==> src/rtl/ekf_stage_scheduler_if.sv <==
// Host command and RSA stage handshake bundle for the EKF stage scheduler.
// The slave modport is the scheduler's view; the master modport drives host and RSA sides.
interface ekf_stage_scheduler_if #(
  parameter int ROW_LEN = 10
);
  logic               cmd_val;
  logic               cmd_rdy;
  logic [1:0]         cmd_type;
  logic [ROW_LEN-1:0] cmd_lm_id;
  logic [2:0]         rsa_stage_val;
  logic [2:0]         rsa_stage_rdy;
  logic [2:0]         rsa_stage_done;
  logic [ROW_LEN-1:0] rsa_lm_id;

  modport slave (
    input  cmd_val, cmd_type, cmd_lm_id, rsa_stage_rdy, rsa_stage_done,
    output cmd_rdy, rsa_stage_val, rsa_lm_id
  );

  modport master (
    output cmd_val, cmd_type, cmd_lm_id, rsa_stage_rdy, rsa_stage_done,
    input  cmd_rdy, rsa_stage_val, rsa_lm_id
  );
endinterface

==> src/rtl/ekf_stage_scheduler.sv <==
// EKF-SLAM stage scheduler: buffers host commands, validates them against the map size and
// sequences the RSA through PRD/NEW/UPD stages under a watchdog.
//   state  | meaning
//   IDLE   | pop and validate next command, honour clear_map
//   ISSUE  | rsa_stage_val asserted, waiting for matching rsa_stage_rdy
//   BUSY   | stage accepted, waiting for matching rsa_stage_done
//   ERR    | watchdog expired; FIFO frozen until err_clr
module ekf_stage_scheduler #(
  parameter int ROW_LEN      = 10,
  parameter int MAX_LANDMARK = 500,
  parameter int CMD_DEPTH    = 4,
  parameter int TIMEOUT_W    = 16
) (
  input  logic                 clk,
  input  logic                 sys_rst_n,
  ekf_stage_scheduler_if.slave bus,
  output logic [ROW_LEN-1:0]   landmark_num,
  input  logic                 clear_map,
  input  logic [TIMEOUT_W-1:0] timeout_limit,
  output logic                 busy,
  output logic                 err,
  output logic [1:0]           err_code,
  input  logic                 err_clr
);

  localparam int PTR_W = $clog2(CMD_DEPTH);
  localparam int ENT_W = ROW_LEN + 2;
  localparam logic [PTR_W:0]     DEPTH_C = (PTR_W+1)'(CMD_DEPTH);
  localparam logic [ROW_LEN-1:0] MAX_LM  = ROW_LEN'(MAX_LANDMARK);

  typedef enum logic [1:0] {
    S_IDLE  = 2'd0,
    S_ISSUE = 2'd1,
    S_BUSY  = 2'd2,
    S_ERR   = 2'd3
  } state_t;

  state_t               state_q;
  logic [ENT_W-1:0]     mem_q [CMD_DEPTH];
  logic [PTR_W-1:0]     wr_ptr_q, rd_ptr_q;
  logic [PTR_W:0]       cnt_q;
  logic [2:0]           stage_q;
  logic [2:0]           val_q;
  logic [ROW_LEN-1:0]   lm_id_q;
  logic [ROW_LEN-1:0]   lm_num_q;
  logic [TIMEOUT_W-1:0] wd_q;
  logic                 err_q;
  logic [1:0]           err_code_q;

  logic                 full, push, pop;
  logic [ENT_W-1:0]     head;
  logic [1:0]           head_type;
  logic [ROW_LEN-1:0]   head_id;
  logic                 bad;
  logic [1:0]           bad_code;
  logic [2:0]           stage_oh;
  logic [ROW_LEN-1:0]   lm_sel;
  logic [TIMEOUT_W-1:0] wd_nxt;
  logic                 wd_hit;

  assign full = (cnt_q == DEPTH_C);
  assign push = bus.cmd_val && !full;
  assign pop  = (state_q == S_IDLE) && !clear_map && (cnt_q != '0);

  assign head      = mem_q[rd_ptr_q];
  assign head_type = head[ENT_W-1:ROW_LEN];
  assign head_id   = head[ROW_LEN-1:0];

  always_comb begin
    bad      = 1'b0;
    bad_code = 2'd0;
    stage_oh = 3'b000;
    lm_sel   = '0;
    if (head_type == 2'd3) begin
      bad      = 1'b1;
      bad_code = 2'd3;
    end else if (head_type == 2'd1 && lm_num_q == MAX_LM) begin
      bad      = 1'b1;
      bad_code = 2'd1;
    end else if (head_type == 2'd2 && head_id >= lm_num_q) begin
      bad      = 1'b1;
      bad_code = 2'd2;
    end
    case (head_type)
      2'd0:    stage_oh = 3'b001;
      2'd1:    begin stage_oh = 3'b010; lm_sel = lm_num_q; end
      2'd2:    begin stage_oh = 3'b100; lm_sel = head_id;  end
      default: stage_oh = 3'b000;
    endcase
  end

  // The watchdog fires on the cycle the count would reach the limit, so a stage
  // stuck in ISSUE holds rsa_stage_val for exactly timeout_limit cycles.
  assign wd_nxt = wd_q + 1'b1;
  assign wd_hit = (timeout_limit != '0) && (wd_nxt == timeout_limit);

  always_ff @(posedge clk or negedge sys_rst_n) begin
    if (!sys_rst_n) begin
      for (int i = 0; i < CMD_DEPTH; i++) mem_q[i] <= '0;
      wr_ptr_q <= '0;
      rd_ptr_q <= '0;
      cnt_q    <= '0;
    end else begin
      if (push) begin
        mem_q[wr_ptr_q] <= {bus.cmd_type, bus.cmd_lm_id};
        wr_ptr_q        <= wr_ptr_q + 1'b1;
      end
      if (pop) rd_ptr_q <= rd_ptr_q + 1'b1;
      case ({push, pop})
        2'b10:   cnt_q <= cnt_q + 1'b1;
        2'b01:   cnt_q <= cnt_q - 1'b1;
        default: cnt_q <= cnt_q;
      endcase
    end
  end

  always_ff @(posedge clk or negedge sys_rst_n) begin
    if (!sys_rst_n) begin
      state_q    <= S_IDLE;
      stage_q    <= '0;
      val_q      <= '0;
      lm_id_q    <= '0;
      lm_num_q   <= '0;
      wd_q       <= '0;
      err_q      <= 1'b0;
      err_code_q <= '0;
    end else begin
      // A new error raised below overrides a simultaneous err_clr.
      if (err_clr) err_q <= 1'b0;
      case (state_q)
        S_IDLE: begin
          if (clear_map) begin
            lm_num_q <= '0;
          end else if (pop) begin
            if (bad) begin
              err_q      <= 1'b1;
              err_code_q <= bad_code;
            end else begin
              stage_q <= stage_oh;
              val_q   <= stage_oh;
              lm_id_q <= lm_sel;
              wd_q    <= '0;
              state_q <= S_ISSUE;
            end
          end
        end
        S_ISSUE: begin
          wd_q <= wd_nxt;
          if (wd_hit) begin
            val_q      <= '0;
            err_q      <= 1'b1;
            err_code_q <= 2'd0;
            state_q    <= S_ERR;
          end else if ((bus.rsa_stage_rdy & stage_q) != 3'b000) begin
            val_q   <= '0;
            state_q <= S_BUSY;
          end
        end
        S_BUSY: begin
          wd_q <= wd_nxt;
          if (wd_hit) begin
            err_q      <= 1'b1;
            err_code_q <= 2'd0;
            state_q    <= S_ERR;
          end else if ((bus.rsa_stage_done & stage_q) != 3'b000) begin
            if (stage_q[1]) lm_num_q <= lm_num_q + 1'b1;
            state_q <= S_IDLE;
          end
        end
        S_ERR: begin
          if (err_clr) state_q <= S_IDLE;
        end
        default: state_q <= S_IDLE;
      endcase
    end
  end

  assign bus.cmd_rdy       = !full;
  assign bus.rsa_stage_val = val_q;
  assign bus.rsa_lm_id     = lm_id_q;
  assign landmark_num      = lm_num_q;
  assign busy              = (state_q != S_IDLE) || (cnt_q != '0);
  assign err               = err_q;
  assign err_code          = err_code_q;

endmodule

==> src/flat_wrapper.sv <==
// flat-port wrapper written by rule: the top's interface ports become plain ports
module ekf_stage_scheduler_flat 
#(
  parameter int ROW_LEN      = 10,
  parameter int MAX_LANDMARK = 500,
  parameter int CMD_DEPTH    = 4,
  parameter int TIMEOUT_W    = 16
)
  (clk, sys_rst_n, landmark_num, clear_map, timeout_limit, busy, err, err_code, err_clr, bus_cmd_val, bus_cmd_type, bus_cmd_lm_id, bus_rsa_stage_rdy, bus_rsa_stage_done, bus_cmd_rdy, bus_rsa_stage_val, bus_rsa_lm_id);
  ekf_stage_scheduler_if #(.ROW_LEN(ROW_LEN)) bus_i ();
  input  logic clk;
  input  logic sys_rst_n;
  output logic [ROW_LEN-1:0] landmark_num;
  input  logic clear_map;
  input  logic [TIMEOUT_W-1:0] timeout_limit;
  output logic busy;
  output logic err;
  output logic [1:0] err_code;
  input  logic err_clr;
  input wire logic [$bits(bus_i.cmd_val)-1:0] bus_cmd_val;
  input wire logic [$bits(bus_i.cmd_type)-1:0] bus_cmd_type;
  input wire logic [$bits(bus_i.cmd_lm_id)-1:0] bus_cmd_lm_id;
  input wire logic [$bits(bus_i.rsa_stage_rdy)-1:0] bus_rsa_stage_rdy;
  input wire logic [$bits(bus_i.rsa_stage_done)-1:0] bus_rsa_stage_done;
  output wire logic [$bits(bus_i.cmd_rdy)-1:0] bus_cmd_rdy;
  output wire logic [$bits(bus_i.rsa_stage_val)-1:0] bus_rsa_stage_val;
  output wire logic [$bits(bus_i.rsa_lm_id)-1:0] bus_rsa_lm_id;
  assign bus_i.cmd_val = bus_cmd_val;
  assign bus_i.cmd_type = bus_cmd_type;
  assign bus_i.cmd_lm_id = bus_cmd_lm_id;
  assign bus_i.rsa_stage_rdy = bus_rsa_stage_rdy;
  assign bus_i.rsa_stage_done = bus_rsa_stage_done;
  assign bus_cmd_rdy = bus_i.cmd_rdy;
  assign bus_rsa_stage_val = bus_i.rsa_stage_val;
  assign bus_rsa_lm_id = bus_i.rsa_lm_id;
  ekf_stage_scheduler #(.ROW_LEN(ROW_LEN), .MAX_LANDMARK(MAX_LANDMARK), .CMD_DEPTH(CMD_DEPTH), .TIMEOUT_W(TIMEOUT_W)) u_core (.clk(clk), .sys_rst_n(sys_rst_n), .bus(bus_i), .landmark_num(landmark_num), .clear_map(clear_map), .timeout_limit(timeout_limit), .busy(busy), .err(err), .err_code(err_code), .err_clr(err_clr));
endmodule
==> config.mk <==
export PLATFORM = sky130hd
export DESIGN_NAME = ekf_stage_scheduler_flat
export DESIGN_NICKNAME = d
export VERILOG_FILES = /design/src/rtl/ekf_stage_scheduler_if.sv /design/src/rtl/ekf_stage_scheduler.sv /design/src/flat_wrapper.sv
export SDC_FILE = /design/constraint.sdc
export NUM_CORES = 1
export LEC_CHECK = 0
export CORE_ASPECT_RATIO = 1.5
export CORE_MARGIN = 3
export CORE_UTILIZATION = 45
export DETAILED_ROUTE_END_ITERATION = 10
export PLACE_DENSITY_LB_ADDON = 0.2
export SETUP_SLACK_MARGIN = 0.5
export SYNTH_ARGS = -nofsm -noshare
export SYNTH_HDL_FRONTEND = slang
export SYNTH_SLANG_ARGS = --single-unit
==> constraint.sdc <==
create_clock -name clk -period 4.3 [get_ports clk]
set_input_delay 0.86 -clock clk [delete_from_list [all_inputs] [get_ports clk]]
set_output_delay 0.86 -clock clk [all_outputs]
set_load 0.02 [all_outputs]
==> impl_metrics.toml <==
[run_status]
status = "finished clean"

[global_routing]
overflow = 0
grt_pass1_vias = 5033
antenna_found_initial = 0
grt_max_degree = 68
grt_pass1_wl_um = 25000
grt_usage = 0.211

[routing]
vias = 4893
drc = 0
wl_per_cell_um = 18.8
wl_um = 15300
firstDrtPassIters = 5
route.detailed.vias_per_inst = 5.99
ant_nets = 0
dr.first_iter.drc_count = 215

[sta]
hold_viol = 0
fin_crit_ns = 3.57
setup_viol = 0
max_clock_freq_mhz = 280
hold_slack_ns = 0.477
grt_setup_unrepaired = "no"
max_slew_margin = 0.424
finClkSkew_ns = 0.00891
timing.final.crit_share = 0.831
slew_viol_final = 0
tns_ns = 0
tightest_slew_ns = 0.864

[logic_synthesis]
syn-cell-area_mm2 = 0.00611
synthFlopType = "dfrtp_1"
synth_seq_cells = 102
syn_nets = 668
syn-instance-count = 600
synth_cell_types = 64
synth-seq-area-share = 0.418
synth_warnings = 0
avgSynthCellArea_um2 = 10.2
synth_edf_count = 0
async_reset_ff_frac = 1.00

[pwr]
p_per_area_mw_per_mm2 = 697
power_frac_seq = 0.317
p_clk_frac = 0.166
internal-power_uw = 2960
combPwrFrac = 0.517
p_sw_uw = 2060
ir_drop_v = 0.000328
switching_share = 0.410
power.leakage_uw = 0.00296

[place]
dp_hpwl_um = 11700
gp_congestion = 0.883
io_buffers = 66

[clock_network]
cts-root-buf = "clkbuf_16"
htreeDepth = 3
cts_buffer_depth = 2
cts_setup_buffers = 0
cts_made_buffers = 9
clock-sinks = 102
path_clk_slew_ns = 0.07
cts_tree = "yes"
ctsHoldBuffers = 0
clk_latency_ns = 0.34

[floorplanning]
die_h_um = 149
start_util = 0.465
fp.dieW_um = 101
num_io_pins = 67
die-area_mm2 = 0.0150
core_mm2 = 0.0131
num_rows = 51

[worst_setup_path]
startpoint_type = "flip-flop"
slowest_stage = "or4_1"
crit_chain = "buf_4, mux4_2, inv_1, ha_1, nand4_1, nor4_1, or2_2, or3_1, o22a_1, or4_1, o31ai_1"
crit_path_end_kind = "flip-flop"
path_buf_inv = 2
critPathArrivalTime_ns = 3.81
cp_top_family = "simple AND/OR/NAND/NOR gates"
required_ns = 4.53
cp_slowest_stage_delay_ns = 0.51
path_max_fanout = 12
worst-setup-path-type = "reg -> reg"
r2r_setup_slack_ns = 0.73
startpoint = "u_core.rd_ptr_q[0]$_DFFE_PN0P_"
ff2ff_path_depth = 11
reg2reg_from = "u_core.rd_ptr_q[0]$_DFFE_PN0P_"
reg2reg_to = "u_core.wd_q[11]$_DFFE_PN0P_"

[hold_path]
min_from = "u_core.bus.rsa_lm_id[1]$_DFFE_PN0P_"
hold_depth = 2
hold_path_class = "reg -> reg"
hold_end = "u_core.bus.rsa_lm_id[1]$_DFFE_PN0P_"

[cells_and_area]
final_net_count = 721
fillers = 1153
final_layout_size_suffix_gt1_frac = 0.160
area_delta_synth_final_pct = 17.9
regArea_mm2 = 0.00255
multiInputGateArea_mm2 = 0.00330
post-route-util = 0.548
antenna_cells = 0

[flow_run]
drv_cap = 0
[power by group through the flow]
stage                     registers (uW)  clock network (uW)  logic (uW)
after detailed placement            1610                   0        2600
after global routing                1640                 888        2870
after global placement              1600                   0        2520
final                               1590                 833        2590
after floorplan                     1540                   0        1830
after CTS                           1590                 853        2610
[layout make-up]
| class | instances | area share |
|---|---|---|
| flip-flops and latches | 102 | 0.355 |
| repair buffers | 76 | 0.102 |
| clock buffers | 9 | 0.0313 |
| multi-input cells | 435 | 0.458 |
| clock inverters | 7 | 0.0113 |
| inverters | 29 | 0.0151 |
| well taps | 159 | 0.0276 |
[what timing repair did]
| item | 4_1_cts | 5_1_grt |
|---|---|---|
| gates resized for setup | 0 | 2 |
| endpoints found under the hold margin | 0 | 0 |
| setup endpoints to repair | 0 | 25 |
[worst max path at each step]
stage,cells after the start,end,slack (ns)
floorplan,12,u_core.wd_q[12]$_DFFE_PN0P_,0.55
global route,11,u_core.wd_q[11]$_DFFE_PN0P_,0.52
finish,11,u_core.wd_q[11]$_DFFE_PN0P_,0.73
global placement,8,u_core.landmark_num[7]$_DFFE_PN0P_,0.66
detailed placement,9,u_core.wd_q[12]$_DFFE_PN0P_,0.55
CTS,9,u_core.wd_q[12]$_DFFE_PN0P_,0.53
[synth_stat cells, types with 3 or more instances]
master,n,share of area
a22oi_1,3,0.0037
mux4_2,12,0.044
a22o_1,9,0.013
nor2_1,28,0.017
nand4b_1,4,0.0057
a211oi_1,4,0.0049
and3_1,5,0.0051
a211o_1,8,0.011
nand3_1,24,0.020
ha_1,28,0.057
nor4_1,14,0.014
a31oi_1,4,0.0041
buf_2,5,0.0041
clkbuf_1,23,0.014
or3_1,3,0.0031
nand4_1,10,0.010
a21oi_1,12,0.0098
mux2i_1,3,0.0049
o21ai_0,37,0.030
dfrtp_1,102,0.42
mux2_2,51,0.094
nor2b_1,7,0.0072
o221ai_1,3,0.0043
nor3_1,12,0.0098
o311ai_1,4,0.0057
nand2b_1,5,0.0051
inv_1,28,0.017
xnor2_1,12,0.017
xor2_1,11,0.016
or2_2,3,0.0031
or4_1,3,0.0037
buf_1,3,0.0018
nand2_1,69,0.042
buf_6,3,0.0055
and2_1,3,0.0031
o31ai_1,10,0.012
[cells in the final DEF (no fill, tap or decap), types with 3 or more instances in the layout]
cell type	count
dfrtp_1	101
nand4_1	10
clkbuf_16	9
nand3_1	24
nand2b_1	5
xor2_1	11
buf_4	11
inv_1	28
clkdlybuf4s50_1	65
o221ai_1	3
nand4b_1	4
o311ai_1	4
a211o_1	8
nor2_1	28
mux2i_1	3
nand2_1	69
a211oi_1	4
and2_1	3
o31ai_1	10
and3_1	5
a22o_1	9
mux2_2	51
nor4_1	14
nor3_1	12
a31oi_1	4
or3_1	3
a22oi_1	3
mux4_2	12
nor2b_1	7
o21ai_0	37
ha_1	28
or4_1	3
a21oi_1	12
xnor2_1	12
or2_2	3
[cells by family after synthesis]
family          share of synthesized area
compound gates                      0.133
xor+xnor                           0.0330
fa+ha+maj                          0.0606
buf+inv                            0.0434
flops                               0.418
mux                                 0.143
simple gates                        0.169
[through the flow]
stage	instances	instance area [um^2]	setup WS (ns)	total power, uW
after global placement	801	6890	0.660	4110
after CTS	817	7190	0.530	5050
after floorplan	600	6110	0.553	3370
final	817	7200	0.727	5020
after detailed placement	801	6890	0.548	4210
after global routing	817	7200	0.521	5390
[sequential cells by signal, summed over array words and instances (netlist names), 3 cells and up]
register,count
u_core.mem_q,48
u_core.wd_q,16
u_core.bus.rsa_lm_id,10
u_core.landmark_num,10
u_core.bus.rsa_stage_val,3
u_core.cnt_q,3
u_core.stage_q,3
[worst register-to-register path: stages (launching register included)]
cell,delay (ns)
dfrtp_2,0.50
buf_4,0.20
mux4_2,0.37
inv_1,0.08
ha_1,0.34
nand4_1,0.16
nor4_1,0.06
or2_2,0.32
or3_1,0.35
o22a_1,0.30
or4_1,0.51
o31ai_1,0.27
[per-layer routing]
layer / up-vias / global-route usage / wire length [um] / share of wire
met2: 131 / 0.388 / 8280 / 0.54
met4: 0 / 0.0998 / 612 / 0.040
met3: 41 / 0.0389 / 755 / 0.049
li1: 2307 / - / - / -
met1: 2414 / 0.229 / 5680 / 0.37
met5: - / 0 / 0 / 0
(Power assumes the default switching activity.)
